## config.mk

```make
export PLATFORM = sky130hd
export DESIGN_NAME = ram_port_arbiter_flat
export DESIGN_NICKNAME = d
export VERILOG_FILES = /design/src/rtl/ram_port_arbiter_if.sv /design/src/rtl/ram_port_arbiter.sv /design/src/flat_wrapper.sv
export SDC_FILE = /design/constraint.sdc
export NUM_CORES = 1
export LEC_CHECK = 0
export BUFFER_PORTS_ARGS = -buffer_cell sky130_fd_sc_hd__buf_2
export CAP_MARGIN = 20
export CORE_AREA = 4 4 618 620
export CTS_CLUSTER_DIAMETER = 200
export DETAILED_ROUTE_END_ITERATION = 6
export DIE_AREA = 0 0 622 624
export SLEW_MARGIN = 15
export SYNTH_ARGS = -nofsm -noshare
export SYNTH_HDL_FRONTEND = slang
export SYNTH_SLANG_ARGS = --single-unit
```

## constraint.sdc

```tcl
create_clock -name clk -period 4.4 [get_ports clk]
set_clock_uncertainty 0.1 [all_clocks]
set_input_delay 1.1 -clock clk [delete_from_list [all_inputs] [get_ports clk]]
set_output_delay 1.1 -clock clk [all_outputs]
set_load 0.02 [all_outputs]
```

## src/rtl/ram_port_arbiter_if.sv

```systemverilog
// Bus bundle between two RAM requesters (A datapath, B management), the arbiter and a
// single-port synchronous RAM. The arbiter takes the slave view, the environment the master.
interface ram_port_arbiter_if #(
  parameter int C_DATA_WIDTH = 310,
  parameter int C_ADDR_WIDTH = 3
);
  logic                    a_req;
  logic                    a_wr;
  logic [C_ADDR_WIDTH-1:0] a_addr;
  logic [C_DATA_WIDTH-1:0] a_din;
  logic                    a_gnt;
  logic                    a_rvalid;

  logic                    b_req;
  logic                    b_wr;
  logic [C_ADDR_WIDTH-1:0] b_addr;
  logic [C_DATA_WIDTH-1:0] b_din;
  logic                    b_gnt;
  logic                    b_rvalid;

  logic [C_DATA_WIDTH-1:0] rd_data;

  logic                    ram_en;
  logic                    ram_wr_en;
  logic [C_ADDR_WIDTH-1:0] ram_addr;
  logic [C_DATA_WIDTH-1:0] ram_din;
  logic [C_DATA_WIDTH-1:0] ram_dout;

  modport slave (
    input  a_req, a_wr, a_addr, a_din,
    input  b_req, b_wr, b_addr, b_din,
    input  ram_dout,
    output a_gnt, a_rvalid, b_gnt, b_rvalid, rd_data,
    output ram_en, ram_wr_en, ram_addr, ram_din
  );

  modport master (
    output a_req, a_wr, a_addr, a_din,
    output b_req, b_wr, b_addr, b_din,
    output ram_dout,
    input  a_gnt, a_rvalid, b_gnt, b_rvalid, rd_data,
    input  ram_en, ram_wr_en, ram_addr, ram_din
  );
endinterface

```

## src/rtl/ram_port_arbiter.sv

```systemverilog
// Two-requester arbiter for a single-port synchronous RAM: A has priority, B overrides A
// after C_STARVE_LIMIT consecutive denied cycles. Grants are combinational, rvalid registered.
module ram_port_arbiter #(
  parameter int C_DATA_WIDTH   = 310,
  parameter int C_ADDR_WIDTH   = 3,
  parameter int C_STARVE_LIMIT = 4    // legal range 1..255
) (
  input  logic                clk,
  input  logic                reset,  // synchronous, active low
  ram_port_arbiter_if.slave   bus
);

  localparam logic [7:0] STARVE_MAX = 8'(C_STARVE_LIMIT);

  logic [7:0]              starve_cnt;
  logic                    b_wins;
  logic                    a_gnt;
  logic                    b_gnt;
  logic                    a_rvalid;
  logic                    b_rvalid;
  logic                    win_wr;
  logic [C_ADDR_WIDTH-1:0] win_addr;
  logic [C_DATA_WIDTH-1:0] win_din;

  // Grants look only at the requests and starve_cnt; reset gates them off.
  always_comb begin
    b_wins = bus.b_req && (!bus.a_req || starve_cnt == STARVE_MAX);
    b_gnt  = reset && b_wins;
    a_gnt  = reset && bus.a_req && !b_wins;
  end

  always_comb begin
    // NOTE: every output of this block gets a default first so no latch is inferred.
    win_wr   = 1'b0;
    win_addr = '0;
    win_din  = '0;
    if (a_gnt) begin
      win_wr   = bus.a_wr;
      win_addr = bus.a_addr;
      win_din  = bus.a_din;
    end else if (b_gnt) begin
      win_wr   = bus.b_wr;
      win_addr = bus.b_addr;
      win_din  = bus.b_din;
    end
  end

  always_ff @(posedge clk) begin
    // NOTE: registers use non-blocking assignments so every flop samples pre-edge values.
    if (!reset) begin
      starve_cnt <= '0;
      a_rvalid   <= 1'b0;
      b_rvalid   <= 1'b0;
    end else begin
      if (!bus.b_req || b_gnt) begin
        starve_cnt <= '0;
      end else if (starve_cnt != STARVE_MAX) begin
        starve_cnt <= starve_cnt + 8'd1;
      end
      // The RAM returns read data one cycle after an enabled read edge.
      a_rvalid <= a_gnt && !bus.a_wr;
      b_rvalid <= b_gnt && !bus.b_wr;
    end
  end

  assign bus.a_gnt     = a_gnt;
  assign bus.b_gnt     = b_gnt;
  assign bus.a_rvalid  = a_rvalid;
  assign bus.b_rvalid  = b_rvalid;
  assign bus.rd_data   = bus.ram_dout;
  assign bus.ram_en    = a_gnt || b_gnt;
  assign bus.ram_wr_en = win_wr;
  assign bus.ram_addr  = win_addr;
  assign bus.ram_din   = win_din;

endmodule
```

## src/flat_wrapper.sv

```systemverilog
// flat-port wrapper written by rule: the top's interface ports become plain ports
module ram_port_arbiter_flat 
#(
  parameter int C_DATA_WIDTH   = 310,
  parameter int C_ADDR_WIDTH   = 3,
  parameter int C_STARVE_LIMIT = 4                         
)
  (clk, reset, bus_a_req, bus_a_wr, bus_a_addr, bus_a_din, bus_b_req, bus_b_wr, bus_b_addr, bus_b_din, bus_ram_dout, bus_a_gnt, bus_a_rvalid, bus_b_gnt, bus_b_rvalid, bus_rd_data, bus_ram_en, bus_ram_wr_en, bus_ram_addr, bus_ram_din);
  ram_port_arbiter_if #(.C_DATA_WIDTH(C_DATA_WIDTH), .C_ADDR_WIDTH(C_ADDR_WIDTH)) bus_i ();
  input  logic clk;
  input  logic reset;
  input wire logic [$bits(bus_i.a_req)-1:0] bus_a_req;
  input wire logic [$bits(bus_i.a_wr)-1:0] bus_a_wr;
  input wire logic [$bits(bus_i.a_addr)-1:0] bus_a_addr;
  input wire logic [$bits(bus_i.a_din)-1:0] bus_a_din;
  input wire logic [$bits(bus_i.b_req)-1:0] bus_b_req;
  input wire logic [$bits(bus_i.b_wr)-1:0] bus_b_wr;
  input wire logic [$bits(bus_i.b_addr)-1:0] bus_b_addr;
  input wire logic [$bits(bus_i.b_din)-1:0] bus_b_din;
  input wire logic [$bits(bus_i.ram_dout)-1:0] bus_ram_dout;
  output wire logic [$bits(bus_i.a_gnt)-1:0] bus_a_gnt;
  output wire logic [$bits(bus_i.a_rvalid)-1:0] bus_a_rvalid;
  output wire logic [$bits(bus_i.b_gnt)-1:0] bus_b_gnt;
  output wire logic [$bits(bus_i.b_rvalid)-1:0] bus_b_rvalid;
  output wire logic [$bits(bus_i.rd_data)-1:0] bus_rd_data;
  output wire logic [$bits(bus_i.ram_en)-1:0] bus_ram_en;
  output wire logic [$bits(bus_i.ram_wr_en)-1:0] bus_ram_wr_en;
  output wire logic [$bits(bus_i.ram_addr)-1:0] bus_ram_addr;
  output wire logic [$bits(bus_i.ram_din)-1:0] bus_ram_din;
  assign bus_i.a_req = bus_a_req;
  assign bus_i.a_wr = bus_a_wr;
  assign bus_i.a_addr = bus_a_addr;
  assign bus_i.a_din = bus_a_din;
  assign bus_i.b_req = bus_b_req;
  assign bus_i.b_wr = bus_b_wr;
  assign bus_i.b_addr = bus_b_addr;
  assign bus_i.b_din = bus_b_din;
  assign bus_i.ram_dout = bus_ram_dout;
  assign bus_a_gnt = bus_i.a_gnt;
  assign bus_a_rvalid = bus_i.a_rvalid;
  assign bus_b_gnt = bus_i.b_gnt;
  assign bus_b_rvalid = bus_i.b_rvalid;
  assign bus_rd_data = bus_i.rd_data;
  assign bus_ram_en = bus_i.ram_en;
  assign bus_ram_wr_en = bus_i.ram_wr_en;
  assign bus_ram_addr = bus_i.ram_addr;
  assign bus_ram_din = bus_i.ram_din;
  ram_port_arbiter #(.C_DATA_WIDTH(C_DATA_WIDTH), .C_ADDR_WIDTH(C_ADDR_WIDTH), .C_STARVE_LIMIT(C_STARVE_LIMIT)) u_core (.clk(clk), .reset(reset), .bus(bus_i));
endmodule
```

After elaboration in Yosys (flattened, before gate mapping). Index checks and enable logic that the tools add are counted.

Add/sub/neg operators: 1. Equal/unequal tests: 2. Multiplexer cells: 6. Bitwise gates (word level): 1. Reduce and logical (&&, ||, !) cells: 15.

Operators with widths (count): $mux 310 (2); $add 8x1->8 const B (1); $eq 8x3->1 const B (1); $ne 8x3->1 const B (1); $logic_and 1x1->1 (6); $mux 3 (2); $logic_not 1->1 (5); $logic_or 1x1->1 (3); $mux 1 (2); $reduce_or 2->1 (1); $not 1->1 (1).

Register bits: 10. Input bits: 942. Output and inout port bits: 629. Word-level logic and storage cells: 28.

Longest topological paths before layout. Gate-level depths: netlist of run 1.

Depth in word-level cells: 6. Gate-level depth with buffers: 8. Depth with buffers taken out: 5.

Worst setup path before layout of run 1. Ideal clock, no wire load.

Kind: input port to output port. Start: input reset. End: output bus_ram_din[270]. Data arrival time: 2.348 ns. Required time: 3.200 ns. Path slack: 0.852 ns. Stages on the path: 5. Buffers on the path: 3. Path through: and2_1 -> clkbuf_1 -> buf_1 -> clkbuf_1 -> a32o_1.

Longest elaborated chain between the ends: 3. Elaborated cells between the ends (all ways): 5. Classes of those cells: mux: 2; reduce/logical: 3.

RTL lines: start, declared (RTL line flat_wrapper.sv:11) `input logic reset;`; $logic_and 1x1->1 (on tied branches) (RTL line ram_port_arbiter.sv:28, ram_port_arbiter.sv:29); $mux 310 or $logic_and 1x1->1 (tied branches) (RTL line ram_port_arbiter.sv:41, ram_port_arbiter.sv:29); $mux 310 * (RTL line ram_port_arbiter.sv:37) `if (a_gnt) begin`; end, declared (RTL line flat_wrapper.sv:29) `output wire logic [$bits(bus_i.ram_din)-1:0] bus_ram_din;`.

Mark *: on every way between the ends. The rest lies on a longest branch, timed or not.

Final worst setup path of run 1.
Start: input bus_a_req. End: output bus_ram_din[275].

Longest elaborated chain between the ends: 6. Elaborated cells between the ends (all ways): 9. Classes of those cells: mux: 2; reduce/logical: 7.

RTL lines: start, declared (RTL line flat_wrapper.sv:12) `input wire logic [$bits(bus_i.a_req)-1:0] bus_a_req;`; $logic_not 1->1 (RTL line ram_port_arbiter.sv:27) `b_wins = bus.b_req && (!bus.a_req || starve_cnt == STARVE_MAX);`; $logic_or 1x1->1 (RTL line ram_port_arbiter.sv:27); $logic_and 1x1->1 (RTL line ram_port_arbiter.sv:27); $logic_and 1x1->1 or $logic_not 1->1 (tied branches) (RTL line ram_port_arbiter.sv:28, ram_port_arbiter.sv:29); $mux 310 or $logic_and 1x1->1 (tied branches) (RTL line ram_port_arbiter.sv:41, ram_port_arbiter.sv:29); $mux 310 * (RTL line ram_port_arbiter.sv:37).

Marks and branches as above.

==> results of run 1 <==
==> area by class of cell <==
type	instances	area, µm²	share of cell area
inverter	3	11.3	0.000679
clock buffer	4	88.8	0.00536
antenna	98	245	0.0148
timing repair buffer	995	6380	0.385
multi-input combinational	351	3400	0.205
tap	4994	6250	0.377
sequential	10	200	0.0121
==> cells by family (layout without fill, tap and decap cells) <==
logic type / Yosys count / count (layout) / share of synthesized area
buf+inv: 417 / 1002 / 0.453
compound gates: 325 / 325 / 0.490
simple gates: 21 / 21 / 0.0178
flops: 10 / 10 / 0.0305
xor+xnor: 3 / 3 / 0.00401
fa+ha+maj: 2 / 2 / 0.00382
other cells: 0 / 98 / 0
==> metrics by stage <==
step                      hold WS [ps]  setup slack, ps  power (µW)  cells
after floorplan                    353              852        1050    778
after detailed placement           380              342        1850   6353
after global routing               411              300        2080   6383
final                              390              371        1980   6455
after CTS                          389              343        2040   6357
after global placement             374              366        1830   6353
==> sequential cells by signal, summed over array words and instances, names as in the netlist <==
register,count
u_core.bus.a_rvalid,1
u_core.bus.b_rvalid,1
u_core.starve_cnt,8
==> worst register-to-register path, delay by kind of cell (launching register included) <==
kind | cells | cell delay, ps
AO/OA/AOI/OAI | 1 | 580
adder cells (fa/ha/maj) | 1 | 140
buffers and inverters | 1 | 70
flip-flops | 1 | 350
AND/OR/NAND/NOR | 2 | 440
==> worst paths after layout <==
kind	start	slack [ps]	to
setup / recovery	bus_a_req	370	bus_ram_din[275]
hold reg to reg	u_core.starve_cnt[7]$_SDFFE_PP0N_	390	u_core.starve_cnt[7]$_SDFFE_PP0N_
setup reg to reg	u_core.starve_cnt[0]$_SDFFE_PP0N_	2620	u_core.bus.a_rvalid$_SDFF_PN0_
hold / removal	u_core.starve_cnt[7]$_SDFFE_PP0N_	390	u_core.starve_cnt[7]$_SDFFE_PP0N_
==> metal layers <==
layer / track usage / part of all wire
met2: 0.243 / 0.47
met5: 0.00210 / 0.0040
met1: 0.120 / 0.28
met4: 0.0286 / 0.034
met3: 0.135 / 0.21
==> where the power goes <==
group	switching, µW	leakage, µW	internal, µW
clock network	44.7	0.0000448	137
logic	1100	0.00539	606
registers	0.782	0.0000809	92.1
total	1150	0.00552	835
==> layout by cell type, fill, tap and decap left out, drive strengths merged, types with 2 or more instances in the layout <==
master	count
buf	995
ha	2
o21a	2
nand3	3
a21oi	3
or3	4
nor2	5
nand2	3
diode	98
xor2	2
inv	3
clkbuf	4
o21ai	4
a32o	314
dfxtp	10
==> impl_results.md, run 1 <==
- DR vias: 12400
- Synth Net Count: 1722
- CTS resizes: 0
- Primary FF master, synth: dfxtp_1
- Bufs and invs on worst path: 4
- Worst min-delay path class: reg2reg
- Hold Crit Depth: 2
- Starting Density: 0.0175
- Worst path depth: 6
- Clock-pin slew on the worst setup and hold paths: 40 ps
- Top cells by area, synth: a32o_1 48%, buf_4 36%, buf_6 4.6%, dfxtp_1 3.1%, clkbuf_1 2.2%
- Post-CTS Setup Bufs: 0
- Mean cell area of the mapped netlist: 8.42 µm²
- DRC: 0
- Vias/cell: 1.92
- TritonRoute pass-1 iters: 7
- GRT Total Usage: 0.142
- Slowest-stage cell, CP: o311a_4
- DPL Wire Length: 279 mm
- Post-CTS Hold Fix Bufs: 0
- Root buffer cell: clkbuf_16
- Wire per inst: 44.8 µm
- Die W: 622 µm
- Tcrit/Tclk final: 0.916
- Final TNS setup: 0 ps
- Flops & latches, synth: 10
- Largest area contributor in the netlist: a32o_1
- Slew Limit Headroom: 0.621
- Min Tclk post-route: 4030 ps
- Cell row count: 225
- Worst setup SP type: input port
- Largest net degree at the start of global routing: 92
- Total die area: 0.388 mm²
- WL final: 289 mm
- CP Max Fanout: 30
- F_max: 248 MHz
- Final instance area: 0.0166 mm²
- Warnings, synthesis: 0
- Clock sinks: 10
- Top cells by instance count after synthesis: 314 x a32o_1, 311 x buf_4, 39 x clkbuf_1
- Critical setup path kind: in2out
- Syn Std Cell Area: 0.00655 mm²
- CORE AREA: 0.376 mm²
- Most frequent cell after synthesis: a32o_1
- Worst Tran Pin Value: 566 ps
- Unrepaired setup endpoints after global routing: no
- Share of cells above drive strength 1: 0.736
- Cells on worst reg2reg path: 5
- CTS max path bufs: 2
- First DRT Iteration DRCs: 944
- Fillers: 44800
- Leak: 0.00552 µW
- Most used cell, CP: buf_2
- Nets@finish: 2308
- CTS buffer count: 3
- Max Slew Vio Count: 0
- PortBufs: 950
- Post-synth EDFFs: 0
- # setup viols final: 0
- Die height: 624 µm
- Crit path arrival time: 2830 ps
- Critical Path End Type: output pin
- Sequential-to-total area share from yosys stat: 0.0305
- Worst-path cell chain: buf_2, o311a_4, buf_12, buf_4, a32o_1, buf_2
- # IOs: 1571
- Vias in the first global route: 10700
- H-tree depth: 1
- Delay-heaviest family, CP: buffers and inverters
- Area growth, synth to finish: 153%
- Post-layout util: 0.0441
- Async set or reset register ratio after synthesis: 0
- Endpoints failing hold: 0
- Global route overflow: 0
- Initial antenna violation count: 365
- Detail Route Antenna Nets: 0
- Slowest Stage Delay on Critical Path: 410 ps
- Status: completed
- CTS tree: built
- First-pass GRT wire length: 314 mm
- Gpl congestion: 0.808
- Clock latency on the worst-skew pair: 240 ps
- Post-synthesis cell count: 778
- Placed cell areas: 0.0162 mm²
- PD cells: 120 mW/mm²
- Post-synthesis cell type count: 28
- Top cell type's share of synthesized area: 0.480
- Max-Cap Viols: 0
- Peak VDD IR: 0.140 mV
- Worst EP required: 3200 ps
Note: power is estimated with default switching activity, not from simulation.
==> run 2: changes to the inputs <==
Settings changed: MAX_ROUTING_LAYER set to met4.
==> run 2 against run 1 <==
Against the previous run: via count is 2.1% lower; critical path depth unchanged; routed wire length barely moved; final cell count increased by 0.77%; die area unchanged; critical endpoint unchanged.
==> impl_results.md, run 2 (synthesis results as in run 1) <==
- Status: completed
- DR vias: 12100
- Clock-pin slew on the worst setup and hold paths: 40 ps
- Hold_ws: 390 ps
- Vias/cell: 1.86
- # setup viols final: 0
- CTS tree: built
- Area growth, synth to finish: 155%
- GRT Total Usage: 0.146
- Unrepaired setup endpoints after global routing: no
- Post-layout util: 0.0445
- Hold Crit Depth: 2
- Share of cells above drive strength 1: 0.736
- Slowest Stage Delay on Critical Path: 420 ps
- Reg2reg start: u_core.starve_cnt[0]$_SDFFE_PP0N_
- Slack of the critical path: 385 ps
- Reg with most FFs: u_core.starve_cnt
- F_max: 249 MHz
- M3 GR Usage: 0.136
- Worst setup SP type: input port
- Cell row count: 225
- Slew Limit Headroom: 0.617
- Top Registers: u_core.starve_cnt: 8 flops, u_core.bus.a_rvalid: 1 flops, u_core.bus.b_rvalid: 1 flops
- Die W: 622 µm
- Largest net degree at the start of global routing: 92
- TritonRoute pass-1 iters: 6
- Clock latency on the worst-skew pair: 240 ps
- Min Tclk post-route: 4010 ps
- Post-CTS Setup Bufs: 0
- Delay-heaviest family, CP: buffers and inverters
- Hold path start: u_core.starve_cnt[7]$_SDFFE_PP0N_
- Max-Cap Viols: 0
- Commonest cells after routing, fill and taps aside: 880 x buf_2, 314 x a32o_1, 89 x buf_12
- Slowest-stage cell, CP: o311a_4
- Critical setup path kind: in2out
- DRC: 0
- Wire per inst: 44.4 µm
- Endpoints failing hold: 0
- Fillers: 44800
- DPL Wire Length: 279 mm
- Total die area: 0.388 mm²
- CTS buffer count: 3
- Detail Route Antenna Nets: 0
- Nets@finish: 2308
- Most used cell, CP: buf_2
- PortBufs: 950
- First DRT Iteration DRCs: 902
- Worst-path cell chain: buf_2, o311a_4, buf_12, buf_4, a32o_1, buf_2
- Most Used Layer, Global Route: met2
- Die height: 624 µm
- Starting Density: 0.0175
- Vias in the first global route: 10700
- CP Max Fanout: 30
- Max reg flops: 8
- Final TNS setup: 0 ps
- Root buffer cell: clkbuf_16
- Worst EP required: 3200 ps
- Met2 GRT Util: 0.242
- Crit path arrival time: 2810 ps
- Most common cell after layout, fill and taps aside: buf_2
- Leak: 0.00552 µW
- Cells on worst reg2reg path: 5
- H-tree depth: 1
- WHS Endpoint: u_core.starve_cnt[7]$_SDFFE_PP0N_
- Gpl congestion: 0.820
- First-pass GRT wire length: 314 mm
- Tcrit/Tclk final: 0.912
- Global route overflow: 0
- Reg-to-reg slack, setup: 2620 ps
- Initial antenna violation count: 367
- Post-CTS Hold Fix Bufs: 0
- M1 GR Usage: 0.120
- Bufs and invs on worst path: 4
- Peak VDD IR: 0.141 mV
- # IOs: 1571
- Max Slew Vio Count: 0
- PD cells: 118 mW/mm²
- Critical Path End Type: output pin
- Clock sinks: 10
- Non-filler cells, final: 6505
- CTS max path bufs: 2
- Setup WS pre-CTS: 342 ps
- CORE AREA: 0.376 mm²
- CTS resizes: 0
- Dpl cells: 6353
- Worst min-delay path class: reg2reg
- Worst Tran Pin Value: 571 ps
- WL final: 289 mm
- FF-to-FF End: u_core.bus.a_rvalid$_SDFF_PN0_
run 2: cell types whose count changed in the layout (fill, tap and decap cells not counted), sizes merged:
| cell | change |
|---|---|
| diode | +50 |
run 2: layer usage:
layer  up-vias  wire (µm)
li1       4268          -
met1      5375      82700
met2      1851     135000
met3       625      61600
met4         0       9940
met5         -          0
run 2: power breakdown:
part	switching [µW]	internal (µW)	leakage (µW)	total, µW
Sequential	0.777	92.1	0.0000809	92.9
Combinational	1100	606	0.00539	1700
Clock	44.6	137	0.0000451	181
Total	1140	835	0.00552	1980
run 2: area by class of cell:
type	instances	area, µm²	area share
Antenna cell	148	370	0.0222
Clock buffer	4	88.8	0.00532
Inverter	3	11.3	0.000674
Multi-Input combinational cell	351	3400	0.204
Sequential cell	10	200	0.0120
Tap cell	4994	6250	0.374
Timing Repair Buffer	995	6380	0.382
run 2: how the worst max path moves through the flow:
stage	from	end	slack, ps	depth (start not counted)
after global routing	bus_b_req	bus_ram_din[275]	300	7
after floorplan	reset	bus_ram_din[270]	850	5
after global placement	bus_b_req	bus_ram_din[296]	370	7
final	bus_a_req	bus_ram_din[275]	390	6
after detailed placement	bus_b_req	bus_ram_din[296]	340	7
after CTS	bus_b_req	bus_ram_din[296]	340	7
run 2: stage by stage:
| step | power, µW | cell area [µm²] |
|---|---|---|
| 5_1_grt | 2080 | 16600 |
| 3_5_place_dp | 1850 | 16200 |
| 6_report | 1980 | 16700 |
| 3_3_place_gp | 1830 | 16200 |
| 2_1_floorplan | 1050 | 6550 |
| 4_1_cts | 2040 | 16300 |
run 2: tightest hold or removal path, cell delays in order, from the launching register on:
cell	delay (ps)
dfxtp_1	310
o21ai_0	70
a21oi_1	60
==> run 3: changes to the inputs <==
Settings changed: RECOVER_POWER set to 100.
==> run 3 against run 2 <==
Against the previous run: clock power barely moved; global-route usage unchanged; die area did not move; sequential power about the same.
==> impl_results.md, run 3 (synthesis results as in run 1) <==
- Initial antenna violation count: 367
- # IOs: 1571
- Die W: 622 µm
- Vias/cell: 1.87
- Final TNS setup: 0 ps
- Commonest cells after routing, fill and taps aside: 666 x buf_2, 314 x a32o_1, 180 x clkbuf_1
- Hold_ws: 389 ps
- WL final: 289 mm
- Tcrit/Tclk final: 0.957
- CORE AREA: 0.376 mm²
- DPL Wire Length: 279 mm
- Leak: 0.00468 µW
- Clock latency on the worst-skew pair: 240 ps
- Placed cell areas: 0.0162 mm²
- GRT Total Usage: 0.146
- # setup viols final: 0
- Total die area: 0.388 mm²
- Peak VDD IR: 0.140 mV
- Most common cell after layout, fill and taps aside: buf_2
- Unrepaired setup endpoints after global routing: no
- Status: completed
- Worst min-delay path class: reg2reg
- DRC: 0
- DR vias: 12100
- Worst EP required: 3200 ps
- Starting Density: 0.0175
- Clock-pin slew on the worst setup and hold paths: 40 ps
- Fillers: 44900
- TritonRoute pass-1 iters: 6
- Crit path arrival time: 3010 ps
- Max reg flops: 8
- First DRT Iteration DRCs: 809
- Min Tclk post-route: 4210 ps
- First-pass GRT wire length: 314 mm
- Post-CTS Setup Bufs: 0
- Post-CTS Hold Fix Bufs: 0
- Area growth, synth to finish: 144%
- CTS resizes: 0
- Die height: 624 µm
- CP Max Fanout: 91
- Final instance area: 0.0160 mm²
- Slew Limit Headroom: 0.306
- Worst Tran Pin Value: 1050 ps
- Root buffer cell: clkbuf_16
- Endpoints failing hold: 0
- Max-Cap Viols: 0
- PortBufs: 950
- Nets@finish: 2308
- Reg with most FFs: u_core.starve_cnt
- H-tree depth: 1
- Worst setup SP type: input port
- CTS buffer count: 3
- Share of cells above drive strength 1: 0.603
- CTS max path bufs: 2
- Wire per inst: 44.5 µm
- Max Slew Vio Count: 0
- Vias in the first global route: 10700
- CTS tree: built
- Global route overflow: 0
- Cell row count: 225
- Detail Route Antenna Nets: 0
- F_max: 238 MHz
- Largest net degree at the start of global routing: 92
- PD cells: 118 mW/mm²
- Clock sinks: 10
- Top Registers: u_core.starve_cnt: 8 flops, u_core.bus.a_rvalid: 1 flops, u_core.bus.b_rvalid: 1 flops
- Critical setup path kind: in2out
- Critical Path End Type: output pin
- Gpl congestion: 0.820
## run 3: cell types whose count changed in the layout (fill, tap and decap cells not counted)
cell	change
dlymetal6s2s_1	+1
buf_4	-8
diode_2	-7
clkbuf_1	+180
buf_12	-34
buf_6	+2
clkbuf_2	+69
buf_2	-214
clkbuf_4	+4
## run 3: per-layer routing
layer / part of all wire / routed length, µm / GRT usage
met1: 0.28 / 82200 / 0.120
met2: 0.47 / 135000 / 0.242
met3: 0.21 / 61900 / 0.136
met4: 0.035 / 10200 / 0.0294
met5: 0 / 0 / -
## run 3: critical path, cell delays in order
cell and delay [ps]:
clkbuf_1 170, and2_4 310, buf_6 500, a32o_1 280, clkbuf_1 490
## run 3: area by class of cell
cell class	instances	area, µm²	share of cell area
multi-input combinational	351	3400	0.213
antenna	141	353	0.0221
timing repair buffer	995	5660	0.354
clock buffer	4	88.8	0.00557
inverter	3	11.3	0.000706
sequential	10	200	0.0125
tap	4994	6250	0.392
## run 3: path summary, 6_finish.rpt
check | cells past startpoint | startpoint | to | slack (ps)
setup / recovery | 5 | reset | bus_ram_din[49] | 190
hold / removal | 2 | u_core.starve_cnt[7]$_SDFFE_PP0N_ | u_core.starve_cnt[7]$_SDFFE_PP0N_ | 390
setup reg to reg | 5 | u_core.starve_cnt[0]$_SDFFE_PP0N_ | u_core.bus.a_rvalid$_SDFF_PN0_ | 2620
hold reg to reg | 2 | u_core.starve_cnt[7]$_SDFFE_PP0N_ | u_core.starve_cnt[7]$_SDFFE_PP0N_ | 390
## run 3: power by group
part / internal, µW / switching [µW] / total (µW)
Combinational: 522 / 1090 / 1610
Sequential: 92.1 / 0.795 / 92.9
Clock: 137 / 44.7 / 182
Total: 751 / 1140 / 1890
## run 3: per-stage QoR
stage,power (µW),util,worst slack [ps],cells
2_1_floorplan,1050,-,852,778
3_3_place_gp,1830,0.0433,366,6353
3_5_place_dp,1850,0.0433,342,6353
4_1_cts,2040,0.0435,343,6357
5_1_grt,1990,0.0422,132,6460
6_report,1890,0.0425,190,6498
